<file path="src/rtl/vce2_vrf_seq.sv">
// Beat sequencer for element-wise vector ops: one AGU load, then per word
// read rs1 (and optionally rs2), hand operands to the lane, write the result to rd.
module vce2_vrf_seq #(
  parameter int DataWidth = 32,
  parameter int VLenWords = 4
) (
  input  logic                 clk_i,
  input  logic                 rst_ni,
  input  logic                 start_i,
  input  logic                 two_src_i,
  output logic                 busy_o,
  output logic                 done_o,
  output logic                 agu_load_o,
  input  logic                 agu_ready_i,
  output logic                 agu_get_rs1_o,
  output logic                 agu_get_rs2_o,
  output logic                 agu_get_rd_o,
  output logic                 agu_get_rd_noincr_o,
  output logic                 mem_req_o,
  output logic                 mem_we_o,
  output logic [DataWidth-1:0] mem_wdata_o,
  input  logic [DataWidth-1:0] mem_rdata_i,
  output logic [DataWidth-1:0] op_a_o,
  output logic [DataWidth-1:0] op_b_o,
  output logic                 op_valid_o,
  input  logic                 res_valid_i,
  input  logic [DataWidth-1:0] res_i
);
  localparam int CntW = $clog2(VLenWords);

  localparam logic [3:0] S_IDLE  = 4'd0;
  localparam logic [3:0] S_LOAD  = 4'd1;
  localparam logic [3:0] S_WAIT  = 4'd2;
  localparam logic [3:0] S_RD_A  = 4'd3;
  localparam logic [3:0] S_RD_B  = 4'd4;
  localparam logic [3:0] S_CAP_B = 4'd5;
  localparam logic [3:0] S_EXEC  = 4'd6;
  localparam logic [3:0] S_WR    = 4'd7;
  localparam logic [3:0] S_DONE  = 4'd8;

  logic [3:0]           state_q, state_d;
  logic [CntW-1:0]      beat_cnt_q, beat_cnt_d;
  logic [DataWidth-1:0] op_a_q, op_a_d, op_b_q, op_b_d, res_q, res_d;
  logic                 two_src_q, two_src_d;

  always_comb begin
    state_d    = state_q;
    beat_cnt_d = beat_cnt_q;
    op_a_d     = op_a_q;
    op_b_d     = op_b_q;
    res_d      = res_q;
    two_src_d  = two_src_q;
    case (state_q)
      S_IDLE: if (start_i) begin
        state_d   = S_LOAD;
        two_src_d = two_src_i;
      end
      S_LOAD: state_d = S_WAIT;
      S_WAIT: if (agu_ready_i) state_d = S_RD_A;
      S_RD_A: state_d = S_RD_B;
      // rs1 data returns here, the same cycle the optional rs2 read is issued
      S_RD_B: begin
        op_a_d = mem_rdata_i;
        if (two_src_q) begin
          state_d = S_CAP_B;
        end else begin
          op_b_d  = '0;
          state_d = S_EXEC;
        end
      end
      S_CAP_B: begin
        op_b_d  = mem_rdata_i;
        state_d = S_EXEC;
      end
      S_EXEC: if (res_valid_i) begin
        res_d   = res_i;
        state_d = S_WR;
      end
      S_WR: begin
        if (beat_cnt_q == CntW'(VLenWords - 1)) begin
          beat_cnt_d = '0;
          state_d    = S_DONE;
        end else begin
          beat_cnt_d = beat_cnt_q + 1'b1;
          state_d    = S_RD_A;
        end
      end
      S_DONE:  state_d = S_IDLE;
      default: state_d = S_IDLE;
    endcase
  end

  always_ff @(posedge clk_i or negedge rst_ni) begin
    if (!rst_ni) begin
      state_q    <= S_IDLE;
      beat_cnt_q <= '0;
      op_a_q     <= '0;
      op_b_q     <= '0;
      res_q      <= '0;
      two_src_q  <= 1'b0;
    end else begin
      state_q    <= state_d;
      beat_cnt_q <= beat_cnt_d;
      op_a_q     <= op_a_d;
      op_b_q     <= op_b_d;
      res_q      <= res_d;
      two_src_q  <= two_src_d;
    end
  end

  // Outputs decode purely from state so an async reset clears them at once.
  logic in_rd_b2;
  assign in_rd_b2 = (state_q == S_RD_B) && two_src_q;

  assign busy_o              = (state_q != S_IDLE);
  assign done_o              = (state_q == S_DONE);
  assign agu_load_o          = (state_q == S_LOAD);
  assign agu_get_rs1_o       = (state_q == S_RD_A);
  assign agu_get_rs2_o       = in_rd_b2;
  assign agu_get_rd_o        = (state_q == S_WR);
  assign agu_get_rd_noincr_o = 1'b0;
  assign mem_req_o           = (state_q == S_RD_A) || in_rd_b2 || (state_q == S_WR);
  assign mem_we_o            = (state_q == S_WR);
  assign mem_wdata_o         = (state_q == S_WR) ? res_q : '0;
  assign op_valid_o          = (state_q == S_EXEC);
  assign op_a_o              = (state_q == S_EXEC) ? op_a_q : '0;
  assign op_b_o              = (state_q == S_EXEC) ? op_b_q : '0;

endmodule

</file>
<file path="config.mk">
export PLATFORM = sky130hd
export DESIGN_NAME = vce2_vrf_seq
export DESIGN_NICKNAME = d
export VERILOG_FILES = /design/src/rtl/vce2_vrf_seq.sv
export SDC_FILE = /design/constraint.sdc
export NUM_CORES = 1
export LEC_CHECK = 0
export ABC_AREA = 1
export BUFFER_PORTS_ARGS = -buffer_cell sky130_fd_sc_hd__clkbuf_2
export CAP_MARGIN = 20
export CELL_PAD_IN_SITES_DETAIL_PLACEMENT = 0
export CELL_PAD_IN_SITES_GLOBAL_PLACEMENT = 1
export CORE_MARGIN = 1.5
export CORE_UTILIZATION = 35
export CTS_CLUSTER_DIAMETER = 80
export DETAILED_ROUTE_END_ITERATION = 10
export PLACE_DENSITY_LB_ADDON = 0.05
export SYNTH_ARGS = -nofsm -noshare
export SYNTH_HDL_FRONTEND = slang
export SYNTH_SLANG_ARGS = --single-unit
</file>
<file path="constraint.sdc">
create_clock -name clk_i -period 3.7 [get_ports clk_i]
set_clock_uncertainty 0.15 [all_clocks]
set_input_delay 0.555 -clock clk_i [delete_from_list [all_inputs] [get_ports clk_i]]
set_output_delay 0.555 -clock clk_i [all_outputs]
set_load 0.05 [all_outputs]
</file>
; ---- After elaboration in Yosys (flattened, before gate mapping)
; Index checks and enable logic that the tools add are counted.
[totals]
regBits = 103
inputBits = 70
output_inout_bits = 106
word_cells = 42
[classes]
addsub = 1
n_eq_ne = 13
n_mux = 12
n_reduce_logical = 10
[op_table]
columns = cell, n
row1 = 32-bit 2-to-1 mux, 4
row2 = 32-bit case mux with 2 select lines, 1
row3 = 4-bit case mux with 8 select lines, 1
row4 = "4-bit by 3-bit equality test with 1-bit output, second input constant", 4
row5 = 4-bit 2-to-1 mux, 4
row6 = "4-bit by 2-bit equality test with 1-bit output, second input constant", 2
row7 = "2-bit inequality test, second input constant", 3
row8 = 2-bit AND reduction, 3
row9 = "4-bit by 1-bit equality test with 1-bit output, second input constant", 1
row10 = "4-bit equality test, second input constant", 1
row11 = 4-bit logical NOT, 1
row12 = 2-bit 2-to-1 mux, 2
row13 = 4-bit nonzero test, 1
row14 = 3-bit AND reduction, 1
row15 = "2-bit by 1-bit adder with 2-bit output, second input constant", 1
row16 = "2-bit equality test, second input constant", 1
row17 = 1-bit logical OR, 2
row18 = "2-bit by 1-bit inequality test with 1-bit output, second input constant", 1
row19 = 2-bit nonzero test, 1
row20 = 1-bit logical AND, 1

; ---- Depth between registers and ports, before layout
; Gate-level depths: netlist (run 1).
[depth]
depth_word = 4
mapped_depth = 8
ltp_nobuf = 7

; ---- Worst setup path before layout (run 1)
; OpenSTA, ideal clock, no wires.
[synth_timing]
kind = register -> output
from = reg state_q[3]
to = out mem_wdata_o[10]
arrival_time_ns = 2.078
required_ns = 2.995
slack_ns = 0.917
stages_incl_launch_ff = 7
n_path_buf = 1
cell_sequence = dfrtp_1 > inv_2 > nand2_1 > nor2_2 > inv_2 > buf_2 > nor2_1
[synth_between]
elab_chain_cells = 2
[synth_rtl]
columns = element, line_no
row1 = from (decl), 41  ; logic [3:0] state_q, state_d;
row2 = from (signal assigned), 102  ; state_q <= state_d;
row3 = 4-bit by 3-bit equality test with 1-bit output, --
row4 = via agu_get_rd_o, 17  ; output logic agu_get_rd_o,
row5 = 32-bit 2-to-1 mux, 124  ; assign mem_wdata_o = (state_q == S_WR) ? res_q : '0;
row6 = to (decl), 21  ; output logic [DataWidth-1:0] mem_wdata_o,
; The timed path passes the listed nets, and every way through them passes these cells.

; ---- Worst setup path after layout (run 1)
[layout_timing]
from = reg state_q[1]
to = out op_valid_o
[layout_between]
elab_chain_cells = 1
[layout_rtl]
columns = element, line_no
row1 = 4-bit by 3-bit equality test with 1-bit output, 125  ; assign op_valid_o = (state_q == S_EXEC);
row2 = to (decl), 25  ; output logic op_valid_o,
; Every way passes these cells.

==> results of run 1 <==
cells in the mapped netlist (all sizes together):
cell type | number | share of area
a211oi | 1 | 0.0027
a21oi | 32 | 0.034
buf | 29 | 0.032
clkbuf | 5 | 0.0040
conb | 1 | 0.00080
dfrtp | 103 | 0.55
ha | 1 | 0.0027
inv | 109 | 0.087
nand2 | 114 | 0.092
nand3 | 36 | 0.038
nand3b | 1 | 0.0016
nand4 | 1 | 0.0013
nor2 | 140 | 0.11
nor3 | 1 | 0.0011
o21ai | 37 | 0.039
critical path, delay by kind of cell (launching register included):
kind          cells  cell delay (ps)
buf+inv           4              960
flops             1              480
simple gates      2              360
logic make-up (layout without fill, tap and decap cells):
logic type / after synthesis / after routing / share of synthesized area
buffers and inverters: 143 / 306 / 0.124
DFF: 103 / 103 / 0.548
and+or+nand+nor: 293 / 293 / 0.248
adders and majority gates: 1 / 1 / 0.00266
AOI/OAI and AO/OA: 70 / 70 / 0.0761
other: 1 / 1 / 0.000798
stage by stage:
stage | instances | setup slack (ps) | cell area [µm²]
finish | 950 | 838 | 5980
global placement | 934 | 1230 | 5680
floorplan | 611 | 917 | 4700
detailed placement | 935 | 1160 | 5700
CTS | 950 | 786 | 5980
global route | 950 | 648 | 5980
path summary, 6_finish.rpt:
path	end	slack, ps	depth (start not counted)
max	op_valid_o	840	6
min	op_b_q[14]	130	1
max reg2reg	res_q[14]	1250	8
min reg2reg	res_q[28]	320	2
max in group asynchronous	op_b_q[22]	2400	2
min in group clk_i	two_src_q	280	3
final cells by class:
cell class                 instances  area (µm²)  area share
timing repair buffer             182         946       0.158
inverter                         109         409      0.0684
multi-input combinational        365        1550       0.259
tap                              176         220      0.0368
sequential                       103        2580       0.431
clock buffer                      15         278      0.0464
power groups by stage:
stage	sequential [mW]	clock [mW]	combinational, mW
6_report	1.86	0.900	2.43
2_1_floorplan	1.82	0	1.91
3_3_place_gp	1.86	0	2.41
4_1_cts	1.86	0.936	2.47
3_5_place_dp	1.88	0	2.46
5_1_grt	1.92	0.976	2.71
layer usage:
layer	global-route usage	routed length, µm
met3	0.0321	548
met2	0.285	5800
met5	0	0
met4	0.0678	176
met1	0.244	5770
registers in the layout, indices dropped and copies added, names as in the netlist:
name	count
op_b_q	32
res_q	32
state_q	4
two_src_q	1
beat_cnt_q	2
op_a_q	32
==> out/summary.txt, run 1 <==
CLOCKING
--------------------------------------------------------------------------------------------------------
Clock tree from TritonCTS                                                                           done
Cell chosen for the clock root                                                              sky130_fd_sc_hd__clkbuf_16
Max clock buf depth                                                                                    2
Number of setup buffers added after CTS                                                                0
Clock net sink count                                                                                 103
CTS Hold Bufs                                                                                          0
Post-CTS clock slew at the launch and capture registers of the worst setup and hold paths          60 ps
Clock latency on the worst-skew pair                                                              340 ps
Post_cts resized                                                                                       0
Clock buffers created by TritonCTS                                                                     9
CTS HTree Levels                                                                                       3

DRT
--------------------------------------------------------------------------------------------------------
Drt first-iter violations                                                                            232
Aggregate routed wire length                                                                    12300 µm
Avg WL per Cell                                                                                  12.9 µm
Drt first pass iters                                                                                   6
Post-route ant nets                                                                                    0
Post-DR vias/cell                                                                                   4.51
Routed via count                                                                                    4280
Residual DRC count                                                                                     0

GLOBAL ROUTE
--------------------------------------------------------------------------------------------------------
Vias in the first global route                                                                      4014
Total global routing track utilization                                                             0.179
Maximum number of pins on one net before global-route repair                                          59
Overall overflow remaining after global route                                                          0
Initial antenna violation count                                                                        0
Global-route wire length before repair                                                          20000 µm

SETUP PATH
--------------------------------------------------------------------------------------------------------
Setup crit end kind                                                                          output port
Origin of the critical flop-to-flop path                                                      state_q[1]
Stage delay of the slowest cell on the critical path                                              480 ps
Arrival time at the worst endpoint                                                               2160 ps
Worst Setup Path Type                                                                            reg2out
Category of the worst setup path launch point                                                       flop
Worst Setup SP                                                                                state_q[1]
Crit path max fanout                                                                                  31
Critical Path, Cell by Cell                                                                 inv_2 -> nor2_2 -> nand2_2 -> buf_4 -> inv_2 -> clkbuf_2
Library cell contributing the largest single delay on the critical path                     sky130_fd_sc_hd__dfrtp_1
Worst path most repeated cell                                                               sky130_fd_sc_hd__inv_2
Data required time of the critical path                                                          2990 ps

LOGIC SYNTHESIS
--------------------------------------------------------------------------------------------------------
Sequential fraction of the synthesis area                                                          0.548
Yosys synthesis warning count                                                                          0
Flip-flop and latch count after synthesis                                                            103
Number of nets produced by synthesis                                                                 682
Average instance area after synthesis                                                           7.69 µm²
Post-synthesis instance total                                                                        611
Syn Std Cell Area                                                                            0.00470 mm²
Post-synth cell types                                                                                 20

POWER AND IR DROP
--------------------------------------------------------------------------------------------------------
Power per cell area                                                                           867 mW/mm²
Share of total power in combinational logic                                                        0.468
Internal power of the cells                                                                      2.75 mW
Net load switching power                                                                         2.43 mW
Net switching fraction of the power                                                                0.469
Final Power                                                                                      5.18 mW
Leakage                                                                                          3.40 nW
Share of total power in sequential cells                                                           0.358
Part of the total power dissipated in the clock network                                            0.174
Max IR drop VDD                                                                                 0.380 mV

TIMING
--------------------------------------------------------------------------------------------------------
Final worst-path cycle share                                                                       0.774
Setup_tns                                                                                           0 ps
Normalized max-slew margin                                                                         0.489
Pins over their slew limit                                                                             0
Slew @ Worst Pin                                                                                  766 ps
FMAX                                                                                             349 MHz
Final Setup Violations                                                                                 0
Worst Hold Slack                                                                                  130 ps
RSZ-0062 raised after global routing                                                                  no
Hold Violations, Final                                                                                 0
Final critical delay including setup and external delays                                         2860 ps

FINAL LAYOUT
--------------------------------------------------------------------------------------------------------
Total of fill cells in the finished design                                                          1434
Final net count                                                                                      841
Share of layout cells above drive strength 1                                                       0.269
Area Overhead vs Synth                                                                             27.3%
Commonest non-fill, non-tap cell in the layout                                              sky130_fd_sc_hd__clkbuf_2
Most used cells in the layout excluding fill and tap cells                                  173 x sky130_fd_sc_hd__clkbuf_2, 136 x sky130_fd_sc_hd__nor2_1, 111 x sky130_fd_sc_hd__nand2_1, 103 x sky130_fd_sc_hd__inv_1, 103 x sky130_fd_sc_hd__dfrtp_1
Post-layout utilization of the core                                                                0.454
Antenna diode count                                                                                    0

FLOORPLAN
--------------------------------------------------------------------------------------------------------
Die Height                                                                                        119 µm
Initial standard-cell utilization of the core                                                      0.356
Core Rows                                                                                             42
Total Die Area                                                                                0.0141 mm²
I/O pin count                                                                                        176
Placeable core area                                                                           0.0132 mm²
Width of the die                                                                                  119 µm

PLACED DESIGN
--------------------------------------------------------------------------------------------------------
Routability cong.                                                                                  0.749
Final HPWL from detailed placement                                                               8490 µm
Count of buffers inserted at the top-level ports                                                     174

STATUS
--------------------------------------------------------------------------------------------------------
Status                                                                                         completed

MIN PATH
--------------------------------------------------------------------------------------------------------
Min-Delay Path Class                                                                            in2async

RUN
--------------------------------------------------------------------------------------------------------
Number of maximum-capacitance violations                                                               0

No activity file was read; power rests on OpenSTA's default activity.
==> run 2, diff against run 1 <==
--- a/config.mk
+++ b/config.mk
@@ -11,7 +11,7 @@
 export CELL_PAD_IN_SITES_DETAIL_PLACEMENT = 0
 export CELL_PAD_IN_SITES_GLOBAL_PLACEMENT = 1
 export CORE_MARGIN = 1.5
-export CORE_UTILIZATION = 35
+export CORE_UTILIZATION = 31
 export CTS_CLUSTER_DIAMETER = 80
 export DETAILED_ROUTE_END_ITERATION = 10
 export PLACE_DENSITY_LB_ADDON = 0.05
==> constraint.sdc (replaced) <==
create_clock -name clk_i -period 2.35 [get_ports clk_i]
set_clock_uncertainty 0.15 [all_clocks]
set_input_delay 0.3525 -clock clk_i [delete_from_list [all_inputs] [get_ports clk_i]]
set_output_delay 0.3525 -clock clk_i [all_outputs]
set_load 0.05 [all_outputs]
==> run 2 against run 1 <==
  * The run now ends with design-rule violations left
  * Clock power rose by 54%
  * Clock-buffer cell count fell by 2
  * Utilization fell by 2.4 points
  * Largest power group unchanged
  * Worst setup slack got worse by 730 ps
  * Non-clock buffer count rose by 9
  * Register-to-register slack got worse by 870 ps
  * Critical endpoint is now mem_wdata_o[29]
  * Critical path type unchanged
  * Flip-flop and latch count did not move
  * Critical path depth rose by 1
==> out/summary.txt, run 2 (synthesized netlist as in run 1, its figures left out) <==
POWER AND IR DROP
--------------------------------------------------------------------------------------------------------
Final Power                                                                                      8.41 mW
Max IR drop VDD                                                                                 0.562 mV
Power per cell area                                                                          1340 mW/mm²
Leakage                                                                                          3.49 nW

FINAL LAYOUT
--------------------------------------------------------------------------------------------------------
Total of fill cells in the finished design                                                          1574
Antenna diode count                                                                                    0
Final net count                                                                                      850
Commonest non-fill, non-tap cell in the layout                                              sky130_fd_sc_hd__nand2_1
Area Overhead vs Synth                                                                             33.8%
Share of layout cells above drive strength 1                                                       0.318
Finished Layout Cells                                                                                966
Top Registers                                                                               op_a_q x32, op_b_q x32, res_q x32
Fin area                                                                                     0.00629 mm²
Most used cells in the layout excluding fill and tap cells                                  110 x sky130_fd_sc_hd__nand2_1, 105 x sky130_fd_sc_hd__nor2_1, 103 x sky130_fd_sc_hd__inv_1, 102 x sky130_fd_sc_hd__dfrtp_1, 95 x sky130_fd_sc_hd__clkbuf_2

DRT
--------------------------------------------------------------------------------------------------------
Post-route ant nets                                                                                    0
Residual DRC count                                                                                     8
Post-DR vias/cell                                                                                   4.43
Detail Route met3 WL                                                                              885 µm
Avg WL per Cell                                                                                  13.2 µm
Aggregate routed wire length                                                                    12700 µm
Wl on met1                                                                                       6000 µm
Drt first-iter violations                                                                            218
Wire length on met2                                                                              5640 µm
Routed via count                                                                                    4281
Drt first pass iters                                                                                   9
Highest metal layer with signal wires                                                               met4

SETUP PATH
--------------------------------------------------------------------------------------------------------
Category of the worst setup path launch point                                                       flop
Origin of the critical flop-to-flop path                                                      state_q[2]
Stage delay of the slowest cell on the critical path                                              420 ps
Crit path max fanout                                                                                  20
Worst setup slack for register-to-register paths                                                  380 ps
Critical Path, Cell by Cell                                                                 inv_2 -> nand2_2 -> nor2_4 -> inv_4 -> buf_12 -> nor2_2 -> clkbuf_4
Arrival time at the worst endpoint                                                               1740 ps
Setup crit end kind                                                                          output port
Number of cell instances on the worst register-to-register path                                        8
Library cell contributing the largest single delay on the critical path                     sky130_fd_sc_hd__dfrtp_1
FF-to-FF End                                                                                    res_q[0]
Worst Setup Path Type                                                                            reg2out
Data required time of the critical path                                                          1850 ps

TIMING
--------------------------------------------------------------------------------------------------------
Pins over their slew limit                                                                             0
Final worst-path cycle share                                                                       0.952
FMAX                                                                                             447 MHz
Slew @ Worst Pin                                                                                  626 ps
Setup_tns                                                                                           0 ps
Final critical delay including setup and external delays                                         2240 ps
Hold Violations, Final                                                                                 0
Normalized max-slew margin                                                                         0.581
Final Setup Violations                                                                                 0

FLOORPLAN
--------------------------------------------------------------------------------------------------------
I/O pin count                                                                                        176
Total Die Area                                                                                0.0159 mm²
Die Height                                                                                        126 µm
Initial standard-cell utilization of the core                                                      0.321
Placeable core area                                                                           0.0146 mm²
Core Rows                                                                                             44
Width of the die                                                                                  126 µm

CLOCKING
--------------------------------------------------------------------------------------------------------
Max clock buf depth                                                                                    2
Clock net sink count                                                                                 103
CTS HTree Levels                                                                                       3
Cell chosen for the clock root                                                              sky130_fd_sc_hd__clkbuf_16
Clock tree from TritonCTS                                                                           done
Clock latency on the worst-skew pair                                                              340 ps
Post-CTS clock slew at the launch and capture registers of the worst setup and hold paths          60 ps
Clock buffers created by TritonCTS                                                                     9

MIN PATH
--------------------------------------------------------------------------------------------------------
Min-Delay Path Class                                                                              in2reg
Number of cells on the worst hold path                                                                 3
End point of the most critical hold path                                                      op_b_q[13]
Hold wc startpoint                                                                          mem_rdata_i[13]

STATUS
--------------------------------------------------------------------------------------------------------
Failing checks                                                                              design-rule violations
Status                                                                                      finished with violations

PLACED DESIGN
--------------------------------------------------------------------------------------------------------
Count of buffers inserted at the top-level ports                                                     174
Placed cell count                                                                                    950
Routability cong.                                                                                  0.763
Final HPWL from detailed placement                                                               9170 µm
Post-detailed-placement cell area                                                            0.00586 mm²

RUN
--------------------------------------------------------------------------------------------------------
Number of maximum-capacitance violations                                                               0

GLOBAL ROUTE
--------------------------------------------------------------------------------------------------------
Overall overflow remaining after global route                                                          0
Vias in the first global route                                                                      4157
Maximum number of pins on one net before global-route repair                                          58
Initial antenna violation count                                                                        0
Global-route wire length before repair                                                          20800 µm
Total global routing track utilization                                                             0.166

## run 2: changes by cell type in the layout (fill, tap and decap cells not counted), moves of 26 or more
cell | before | now
sky130_fd_sc_hd__clkbuf_2 | 173 | 95
sky130_fd_sc_hd__nor2_2 | 4 | 34
sky130_fd_sc_hd__buf_4 | 8 | 34
sky130_fd_sc_hd__clkbuf_4 | 0 | 29
sky130_fd_sc_hd__buf_2 | 0 | 27
sky130_fd_sc_hd__nor2_1 | 136 | 105
## run 2: what timing repair did
action / 4_1_cts / 5_1_grt
gates resized for setup: 22 / 116
hold buffers: 1 / 0
endpoints found under the setup margin: 24 / 60
endpoints found under the hold margin: 21 / 0
pin swaps: 1 / 0
buffers inserted: 1 / 0
## run 2: through the flow
step	utilization	hold WS (ps)	worst slack, ps
after floorplan	-	-93.1	149
after global placement	0.400	120	286
after detailed placement	0.400	124	250
after CTS	0.423	63.9	10.8
after global routing	0.430	76.6	-23.4
final	0.430	76.5	112
## run 2: worst max path at each step
stage	startpoint	to	depth (start not counted)
after global routing	state_q[2]	op_a_o[13]	6
after detailed placement	state_q[1]	mem_wdata_o[23]	6
after floorplan	state_q[3]	mem_wdata_o[0]	5
after global placement	state_q[1]	mem_wdata_o[2]	6
final	state_q[3]	mem_wdata_o[29]	7
after CTS	state_q[3]	mem_wdata_o[23]	7
## run 2: area by class of cell
cell class	count	area (µm²)	area share
Multi-Input combinational cell	365	1640	0.260
Inverter	109	412	0.0654
Sequential cell	103	2580	0.410
Tap cell	184	230	0.0366
Clock inverter	1	5.00	0.000796
Timing Repair Buffer	191	1170	0.186
Clock buffer	13	260	0.0414
## run 2: critical path: cells and delay by family (launching register included)
kind | cells | cell delay [ps]
DFF | 1 | 420
buffers and inverters | 4 | 620
and+or+nand+nor | 3 | 330
## run 2: metal layers
metal / up-vias / track usage
li1: 2147 / -
met1: 1979 / 0.226
met2: 141 / 0.253
met3: 14 / 0.0425
met4: 0 / 0.0649
met5: - / 0
## run 2: power by group
| group | switching, mW | total (mW) | leakage, nW | internal [mW] |
|---|---|---|---|---|
| clock network | 0.623 | 1.39 | 0.132 | 0.764 |
| registers | 0.320 | 2.93 | 1.26 | 2.61 |
| logic | 3.01 | 4.10 | 2.10 | 1.09 |
| total | 3.95 | 8.41 | 3.49 | 4.46 |
